### src/rtl/stack_pkg.sv
// ============================================================================
// stack_pkg : op codes, FSM state type and default sizes for stack_master
// Revision  : 1.0
// ============================================================================
`default_nettype none

package stack_pkg;

  localparam int unsigned DEFAULT_DATA_W = 4;
  localparam int unsigned DEFAULT_DEPTH  = 8;
  localparam int unsigned DEFAULT_IDX_W  = 3;

  localparam logic [1:0] OP_NOP  = 2'b00;
  localparam logic [1:0] OP_PUSH = 2'b01;
  localparam logic [1:0] OP_POP  = 2'b10;
  localparam logic [1:0] OP_GET  = 2'b11;

  typedef enum logic [1:0] {
    ST_IDLE  = 2'd0,
    ST_ISSUE = 2'd1,
    ST_WAIT  = 2'd2,
    ST_RESP  = 2'd3
  } state_e;

endpackage

`default_nettype wire

### src/rtl/stack_occ_tracker.sv
// ============================================================================
// stack_occ_tracker : occupancy counter, FULL/EMPTY flags, request legality
// Option            : STACK_MASTER_WRAP_EN makes a push while full legal
// Revision          : 1.0
// ============================================================================
`default_nettype none

module stack_occ_tracker
  import stack_pkg::*;
#(
  parameter int DEPTH = DEFAULT_DEPTH,
  parameter int IDX_W = $clog2(DEPTH)
) (
  input  logic             CLK,
  input  logic             RESET_N,
  input  logic [1:0]       chk_op,
  input  logic [IDX_W-1:0] chk_index,
  output logic             chk_legal,
  input  logic             upd_en,
  input  logic [1:0]       upd_op,
  output logic [IDX_W:0]   count,
  output logic             full,
  output logic             empty
);

  localparam logic [IDX_W:0] C_DEPTH_CNT = DEPTH[IDX_W:0];

  logic [IDX_W:0] count_d;
  logic [IDX_W:0] count_q;

  assign count = count_q;
  assign full  = (count_q == C_DEPTH_CNT);
  assign empty = (count_q == '0);

  // Saturating update: a ring-mode push while full keeps COUNT at DEPTH.
  always_comb begin
    count_d = count_q;
    if (upd_en) begin
      if ((upd_op == OP_PUSH) && !full) begin
        count_d = count_q + 1'b1;
      end else if ((upd_op == OP_POP) && !empty) begin
        count_d = count_q - 1'b1;
      end
    end
  end

  always_comb begin
    chk_legal = 1'b1;
    case (chk_op)
`ifdef STACK_MASTER_WRAP_EN
      OP_PUSH: chk_legal = 1'b1;
`else
      OP_PUSH: chk_legal = !full;
`endif
      OP_POP:  chk_legal = !empty;
      OP_GET:  chk_legal = ({1'b0, chk_index} < count_q);
      default: chk_legal = 1'b1;
    endcase
  end

  always_ff @(posedge CLK) begin
    if (!RESET_N) begin
      count_q <= '0;
    end else begin
      count_q <= count_d;
    end
  end

endmodule

`default_nettype wire

### src/rtl/stack_master.sv
// ============================================================================
// stack_master : valid/ready command initiator for an 8x4 stack
// Option       : STACK_MASTER_WRAP_EN (ring push while full, see tracker)
// Revision     : 1.0
// ============================================================================
`default_nettype none

module stack_master
  import stack_pkg::*;
#(
  parameter int DATA_W = DEFAULT_DATA_W,
  parameter int DEPTH  = DEFAULT_DEPTH,
  parameter int IDX_W  = $clog2(DEPTH)
) (
  input  logic              CLK,
  input  logic              RESET_N,
  input  logic              REQ_VALID,
  output logic              REQ_READY,
  input  logic [1:0]        REQ_OP,
  input  logic [IDX_W-1:0]  REQ_INDEX,
  input  logic [DATA_W-1:0] REQ_DATA,
  output logic              RSP_VALID,
  output logic [DATA_W-1:0] RSP_DATA,
  output logic              RSP_ERR,
  output logic              STK_RESET,
  output logic [1:0]        STK_COMMAND,
  output logic [IDX_W-1:0]  STK_INDEX,
  output logic [DATA_W-1:0] STK_DATA,
  input  logic [DATA_W-1:0] STK_O_DATA,
  output logic [IDX_W:0]    COUNT,
  output logic              FULL,
  output logic              EMPTY
);

  state_e            state_d,     state_q;
  logic [1:0]        cmd_d,       cmd_q;
  logic [1:0]        op_d,        op_q;
  logic [IDX_W-1:0]  index_d,     index_q;
  logic [DATA_W-1:0] data_d,      data_q;
  logic              rsp_valid_d, rsp_valid_q;
  logic              rsp_err_d,   rsp_err_q;
  logic [DATA_W-1:0] rsp_data_d,  rsp_data_q;
  logic              req_legal;

  stack_occ_tracker #(
    .DEPTH (DEPTH),
    .IDX_W (IDX_W)
  ) u_occ (
    .CLK       (CLK),
    .RESET_N   (RESET_N),
    .chk_op    (REQ_OP),
    .chk_index (REQ_INDEX),
    .chk_legal (req_legal),
    .upd_en    (state_q == ST_ISSUE),
    .upd_op    (op_q),
    .count     (COUNT),
    .full      (FULL),
    .empty     (EMPTY)
  );

  assign STK_RESET   = !RESET_N;
  assign REQ_READY   = (state_q == ST_IDLE);
  assign STK_COMMAND = cmd_q;
  assign STK_INDEX   = index_q;
  assign STK_DATA    = data_q;
  assign RSP_VALID   = rsp_valid_q;
  assign RSP_ERR     = rsp_err_q;
  assign RSP_DATA    = rsp_data_q;

  always_comb begin
    state_d     = state_q;
    cmd_d       = cmd_q;
    op_d        = op_q;
    index_d     = index_q;
    data_d      = data_q;
    rsp_valid_d = rsp_valid_q;
    rsp_err_d   = rsp_err_q;
    rsp_data_d  = rsp_data_q;
    case (state_q)
      ST_IDLE: begin
        // NOP is consumed here without producing a response.
        if (REQ_VALID && (REQ_OP != OP_NOP)) begin
          if (req_legal) begin
            cmd_d   = REQ_OP;
            op_d    = REQ_OP;
            index_d = REQ_INDEX;
            data_d  = REQ_DATA;
            state_d = ST_ISSUE;
          end else begin
            rsp_valid_d = 1'b1;
            rsp_err_d   = 1'b1;
            rsp_data_d  = '0;
            state_d     = ST_RESP;
          end
        end
      end
      ST_ISSUE: begin
        cmd_d   = OP_NOP;
        state_d = ST_WAIT;
      end
      ST_WAIT: begin
        rsp_valid_d = 1'b1;
        rsp_err_d   = 1'b0;
        rsp_data_d  = (op_q == OP_PUSH) ? '0 : STK_O_DATA;
        state_d     = ST_RESP;
      end
      ST_RESP: begin
        rsp_valid_d = 1'b0;
        rsp_err_d   = 1'b0;
        state_d     = ST_IDLE;
      end
      default: state_d = ST_IDLE;
    endcase
  end

  always_ff @(posedge CLK) begin
    if (!RESET_N) begin
      state_q     <= ST_IDLE;
      cmd_q       <= OP_NOP;
      op_q        <= OP_NOP;
      index_q     <= '0;
      data_q      <= '0;
      rsp_valid_q <= 1'b0;
      rsp_err_q   <= 1'b0;
      rsp_data_q  <= '0;
    end else begin
      state_q     <= state_d;
      cmd_q       <= cmd_d;
      op_q        <= op_d;
      index_q     <= index_d;
      data_q      <= data_d;
      rsp_valid_q <= rsp_valid_d;
      rsp_err_q   <= rsp_err_d;
      rsp_data_q  <= rsp_data_d;
    end
  end

endmodule

`default_nettype wire

### config.mk
export PLATFORM = sky130hd
export DESIGN_NAME = stack_master
export DESIGN_NICKNAME = d
export VERILOG_FILES = /design/src/rtl/stack_pkg.sv /design/src/rtl/stack_occ_tracker.sv /design/src/rtl/stack_master.sv
export SDC_FILE = /design/constraint.sdc
export NUM_CORES = 1
export LEC_CHECK = 0
export CAP_MARGIN = 15
export CORE_MARGIN = 4
export CORE_UTILIZATION = 44
export CTS_BUF_LIST = sky130_fd_sc_hd__clkbuf_8
export DETAILED_ROUTE_END_ITERATION = 6
export GPL_ROUTABILITY_DRIVEN = 1
export GPL_TIMING_DRIVEN = 0
export PLACE_DENSITY = 0.8
export SYNTH_ARGS = -nofsm -noshare
export SYNTH_HDL_FRONTEND = slang
export SYNTH_SLANG_ARGS = --single-unit
### constraint.sdc
create_clock -name CLK -period 1.9 [get_ports CLK]
set_input_delay 0.38 -clock CLK [delete_from_list [all_inputs] [get_ports CLK]]
set_output_delay 0.38 -clock CLK [all_outputs]
set_load 0.01 [all_outputs]
======== Yosys cells after proc, flatten, opt, wreduce, memory -nomap -nowiden ========
Index checks and enable logic that the tools add are counted.
word-level totals
  register bits after elaboration ......... 23
  latch bits .............................. 0
  RAM bits ................................ 0
  ROM bits ................................ 0
  input bits .............................. 16
  output and inout port bits .............. 23
  word-level logic and storage cells ...... 62
  memories ................................ 0
operators by class
  $add $sub $neg .......................... 2
  multiply operators ...................... 0
  divide/modulo/power cells ............... 0
  $lt $le $gt $ge ......................... 1
  equal/unequal tests ..................... 12
  shift operators ......................... 0
  mux-type cells .......................... 17
  bitwise gates (word level) .............. 0
  reduce and logical (&&, ||, !) cells .... 21
operators by type and width
  kind                                                                      number
  4-bit two-way mux                                                         5
  3-bit AND reduction                                                       5
  2-bit equality test (second input constant)                               5
  2-bit nonzero test                                                        5
  2-bit two-way mux                                                         4
  2-bit one-hot mux with 4 select lines                                     1
  4-bit one-hot mux with 2 select lines                                     1
  2-bit by 1-bit equality test with 1-bit output (second input constant)    3
  1-bit one-hot mux with 3 select lines                                     2
  4-bit by 1-bit adder with 4-bit output (second input constant)            1
  4-bit equality test (second input constant)                               1
  4-bit logical NOT                                                         1
  3-bit by 4-bit less-than comparator with 1-bit output                     1
  2-bit by 1-bit inequality test with 1-bit output (second input constant)  2
  2-bit one-hot mux with 2 select lines                                     1
  4-bit by 1-bit subtractor with 4-bit output (second input constant)       1
  1-bit logical AND                                                         3
  1-bit logical NOT                                                         3
  3-bit nonzero test                                                        1
  2-bit logical NOT                                                         1
  1-bit two-way mux                                                         2
  2-bit inequality test (second input constant)                             1
  1-bit one-hot mux with 2 select lines                                     1
  2-bit AND reduction                                                       1
  2-bit OR reduction                                                        1

======== Depth between registers and ports, before layout ========
Gate-level depths: netlist of run 1.
  depth in word-level cells ............... 6
  depth in mapped cells ................... 8
  gate-level depth less buffers ........... 8

======== By module ========
From an unflattened synthesis of run 1, not the netlist that was laid out.
unflattened totals
  cells, all modules ...................... 138
  area total of the unflattened synthesis .. 1224.9 µm²
modules (own cells, without submodules)
  module             times used  cells each  area an instance (µm²)  sequential area each (µm²)
  stack_master       1           93          835.8                   380.4
  stack_occ_tracker  1           45          389.1                   80.1

======== Worst setup path before layout of run 1 ========
No wires, ideal clock.
  path type ............................... reg-to-reg
  start ................................... reg u_occ.count_q[0], in the netlist u_occ.count[0]
  end ..................................... reg u_occ.count_q[3], in the netlist u_occ.count[3]
  library setup time ...................... 0.065 ns
  arrival time ............................ 1.888 ns
  required time ........................... 1.835 ns
  setup slack ............................. -0.053 ns
  stages on the path, launching flop included .. 9
  path buffers ............................ 0
  clock period less this slack ............ 1.953 ns
  path through ............................ dfxtp_1 nor3_1 a21oi_1 inv_1 ha_1 a21o_1 a21oi_1 mux4_2 nor2_1
between the ends
  cells in the longest elaborated chain, start to end .. 5
  elaborated cells between the ends (all ways) .. 12
  those cells by class .................... add/sub (2); eq/ne (1); mux (2); reduce/logical (7)
ends and longest elaborated chain
  element                                                                              line                     source
  start, declared                                                                      stack_occ_tracker.sv:29  logic [IDX_W:0] count_q;
  start signal, assigned                                                               stack_occ_tracker.sv:65  count_q <= count_d;
  branches (longest 5 deep; another with 4-bit by 1-bit subtractor with 4-bit output)  n/a
Several ways; the timed one is not identified. The select of a mux whose other input is x is not followed.
A chain may end at the register's enable or synchronous reset.

======== Worst setup path in the final report of run 1 ========
  start ................................... reg u_occ.count_q[1], in the netlist u_occ.count[1]
  end ..................................... reg u_occ.count_q[3], in the netlist u_occ.count[3]
The elaborated chain is that of the path after synthesis.

==> impl_metrics.csv, run 1 <==
group,metric,value,unit
yosys,synth_area_per_cell,9.03,um2
clock_tree,cts_buffers,3,
global_routing,grt_remaining_overflow,0,
critical_path,worstSetupPathType,"flip-flop to flip-flop",
global_routing,top_usage_layer,"met2",
place,port_buffers,37,
detailed_routing,routed_wl,3.39,mm
sta,slew_viol_final,0,
global_routing,use_met2,0.304,
yosys,yosysMostFrequentCell,"nand2_1",
finish,n_antenna_cell,0,
place,place_congestion,0.843,
yosys,synthCells,145,
place,dp_slack,-0.504,ns
detailed_routing,final_antenna_net_count,0,
run,cap_viol_max_count,0,
global_routing,met1_usage,0.203,
sta,hold_violations,0,
yosys,synth_flop_cell,"dfxtp_1",
clock_tree,clk_latency,0.27,ns
yosys,synth.distinct_cells,40,
yosys,async_flop_share,0,
run_status,outcome,"completed",
finish,final_nets,219,
global_routing,grtUsageTotal,0.177,
sta,fin_crit,1.85,ns
power,p_int,0.00110,W
sta,min_period_over_period,0.974,
floorplanning,die_w,62.6,um
yosys,yosysTopAreaCell,"dfxtp_1",
detailed_routing,wire_per_inst,15.1,um
power,ir_worst_vdd,0.000765,V
floorplanning,row_count,19,
hold_path,min-delay-start,"REQ_INDEX[1]",
power,power_density,893,mW/mm2
place,place_area,0.00172,mm2
global_routing,antenna_found_initial,0,
sta,slew_headroom,0.652,
global_routing,grt_pass1_vias,1242,
critical_path,critPathLaunchType,"flip-flop",
detailed_routing,drtIter0Drc,25,
clock_tree,clk_path_buf_depth,2,
finish,fin_area,0.00190,mm2
global_routing,grt_pass1_wl,5.69,mm
sta,setup_ws,0.0501,ns
sta,finalSetupTns,0,ns
sta,finalClockSkew,0.00524,ns
yosys,synth_area_leaders,"dfxtp_1, mux2i_1, nand2_1",
floorplanning,chipHeight,62.6,um
floorplanning,coreArea,0.00281,mm2
clock_tree,h-tree-depth,1,
sta,setup_viol,0,
critical_path,timing.critical_path.fanout_max,6,
floorplanning,die_area,0.00391,mm2
yosys,synth-edff-count,0,
power,pwr-share-clk,0.182,
power,switchingPower,0.000597,W
global_routing,use_met3,0.0647,
hold_path,hp-class,"input pin to flip-flop",
sta,fmax,541,MHz
yosys,syn-num-nets,170,
critical_path,worstSetupEndpointType,"flip-flop",
global_routing,grt_max_degree,14,
clock_tree,cts_root_buf,"clkbuf_8",
critical_path,crit_arrival,2.06,ns
detailed_routing,drc,0,
floorplanning,io_pins,39,
sta,worstMarginPinSlew,0.522,ns
power,fin_total_pwr,0.00170,W
yosys,yosys-top-cells-count,"nand2_1, dfxtp_1, mux2i_1, ha_1, inv_1",
place,place_hpwl,2.39,mm
yosys,yosysTopAreaCellShare,0.351,
yosys,yosysWarnings,0,
detailed_routing,first_pass_iters,4,
critical_path,crit_start,"u_occ.count[1]",
critical_path,r2r_start,"u_occ.count[1]",
detailed_routing,vias_per_cell,5.49,
power,p_leak,0.748,nW
power,seqPwrFrac,0.364,
critical_path,critical_path_required,2.11,ns
clock_tree,path_clk_slew,0.08,ns
floorplanning,start_util,0.467,
clock_tree,clock_sinks,23,
detailed_routing,num_vias,1230,
finish,fillers,237,
finish,drive_above_1_share,0.192,
power,swShare,0.351,
power,combPwrFrac,0.454,
yosys,synth-seq-area-share,0.351,
finish,syn2layout_area_growth,45.3,%
yosys,synthesis.area,0.00131,mm2
yosys,ys_seq_elements,23,
clock_tree,cts_tree,"built",
worst max-delay path, stage by stage (launching register included):
cell and delay [ns]:
dfxtp_4 0.38, nor3_4 0.24, a21oi_2 0.11, inv_2 0.10
ha_1 0.23, a21o_1 0.19, a21oi_2 0.14, mux4_2 0.32
nor2_2 0.09
routing by layer:
metal	part of all wire	vias to the layer above
met3	0.066	6
met4	0.010	0
met1	0.42	587
met2	0.51	39
li1	-	598
met5	0	-
final timing paths:
| kind | endpoint | slack [ns] | cells after the start |
|---|---|---|---|
| worst max-delay path | u_occ.count[3] | 0.05 | 8 |
| worst min-delay path | STK_INDEX[1] | 0.42 | 3 |
| worst max register to register | u_occ.count[3] | 0.05 | 8 |
| worst min register to register | STK_DATA[0] | 0.46 | 2 |
power groups by stage:
stage	logic [W]	clock network (W)	registers (W)
after floorplan	0.000448	0	0.000639
after global placement	0.000705	0	0.000620
after detailed placement	0.000723	0	0.000626
after CTS	0.000758	0.000316	0.000617
after global routing	0.000837	0.000331	0.000632
final	0.000772	0.000309	0.000618
what timing repair did:
item / 4_1_cts / 5_1_grt
buffers inserted: 2 / 4
cloned: 1 / 0
endpoints found under the setup margin: 20 / 17
resized for setup: 15 / 12
hold buffers: 0 / 0
pin swaps: 3 / 5
registers in the layout (all words and copies together) (netlist names):
name         count
STK_COMMAND      2
RSP_DATA         4
STK_INDEX        3
state_q          2
u_occ.count      4
RSP_ERR          1
op_q             2
STK_DATA         4
RSP_VALID        1
layout make-up:
class	instances	area [um2]	share of cell area
Multi-Input combinational cell	109	863	0.454
Buffer	6	30.0	0.0158
Tap cell	31	38.8	0.0204
Sequential cell	23	474	0.249
Clock inverter	1	5.00	0.00263
Inverter	7	26.3	0.0138
Timing Repair Buffer	44	424	0.223
Clock buffer	3	41.3	0.0217
logic make-up after synthesis:
family | after synthesis | synth area share
AND/OR/NAND/NOR | 60 | 0.224
adder cells (fa/ha/maj) | 9 | 0.0917
buffers and inverters | 13 | 0.0430
flip-flops | 23 | 0.351
AO/OA/AOI/OAI | 22 | 0.144
XOR/XNOR | 2 | 0.0134
multiplexers | 16 | 0.132
metrics by stage:
stage | hold WS, ns | instances | util
finish | 0.422 | 224 | 0.678
global route | 0.431 | 224 | 0.678
CTS | 0.469 | 220 | 0.657
detailed placement | 0.457 | 213 | 0.614
global placement | 0.443 | 213 | 0.614
floorplan | 0.460 | 145 | -
layout by cell type (no fill, tap or decap), drive strengths merged, types with 3 or more instances in the layout:
cell,count
nor2,6
clkbuf,8
dlygate4sd2,3
nand3,3
o21ai,5
buf,8
clkdlybuf4s50,32
ha,8
nand2b,3
mux2i,15
nand2,31
a31oi,3
a21oi,3
nand3b,4
nor2b,3
dfxtp,23
inv,7
No activity file was read; power rests on OpenSTA's default activity.
==> inputs of run 2 (changes only) <==
CAP_MARGIN = 20   (was 15)
==> results of run 2 <==
Final layout, timing and power as in run 1 (identical DEF).
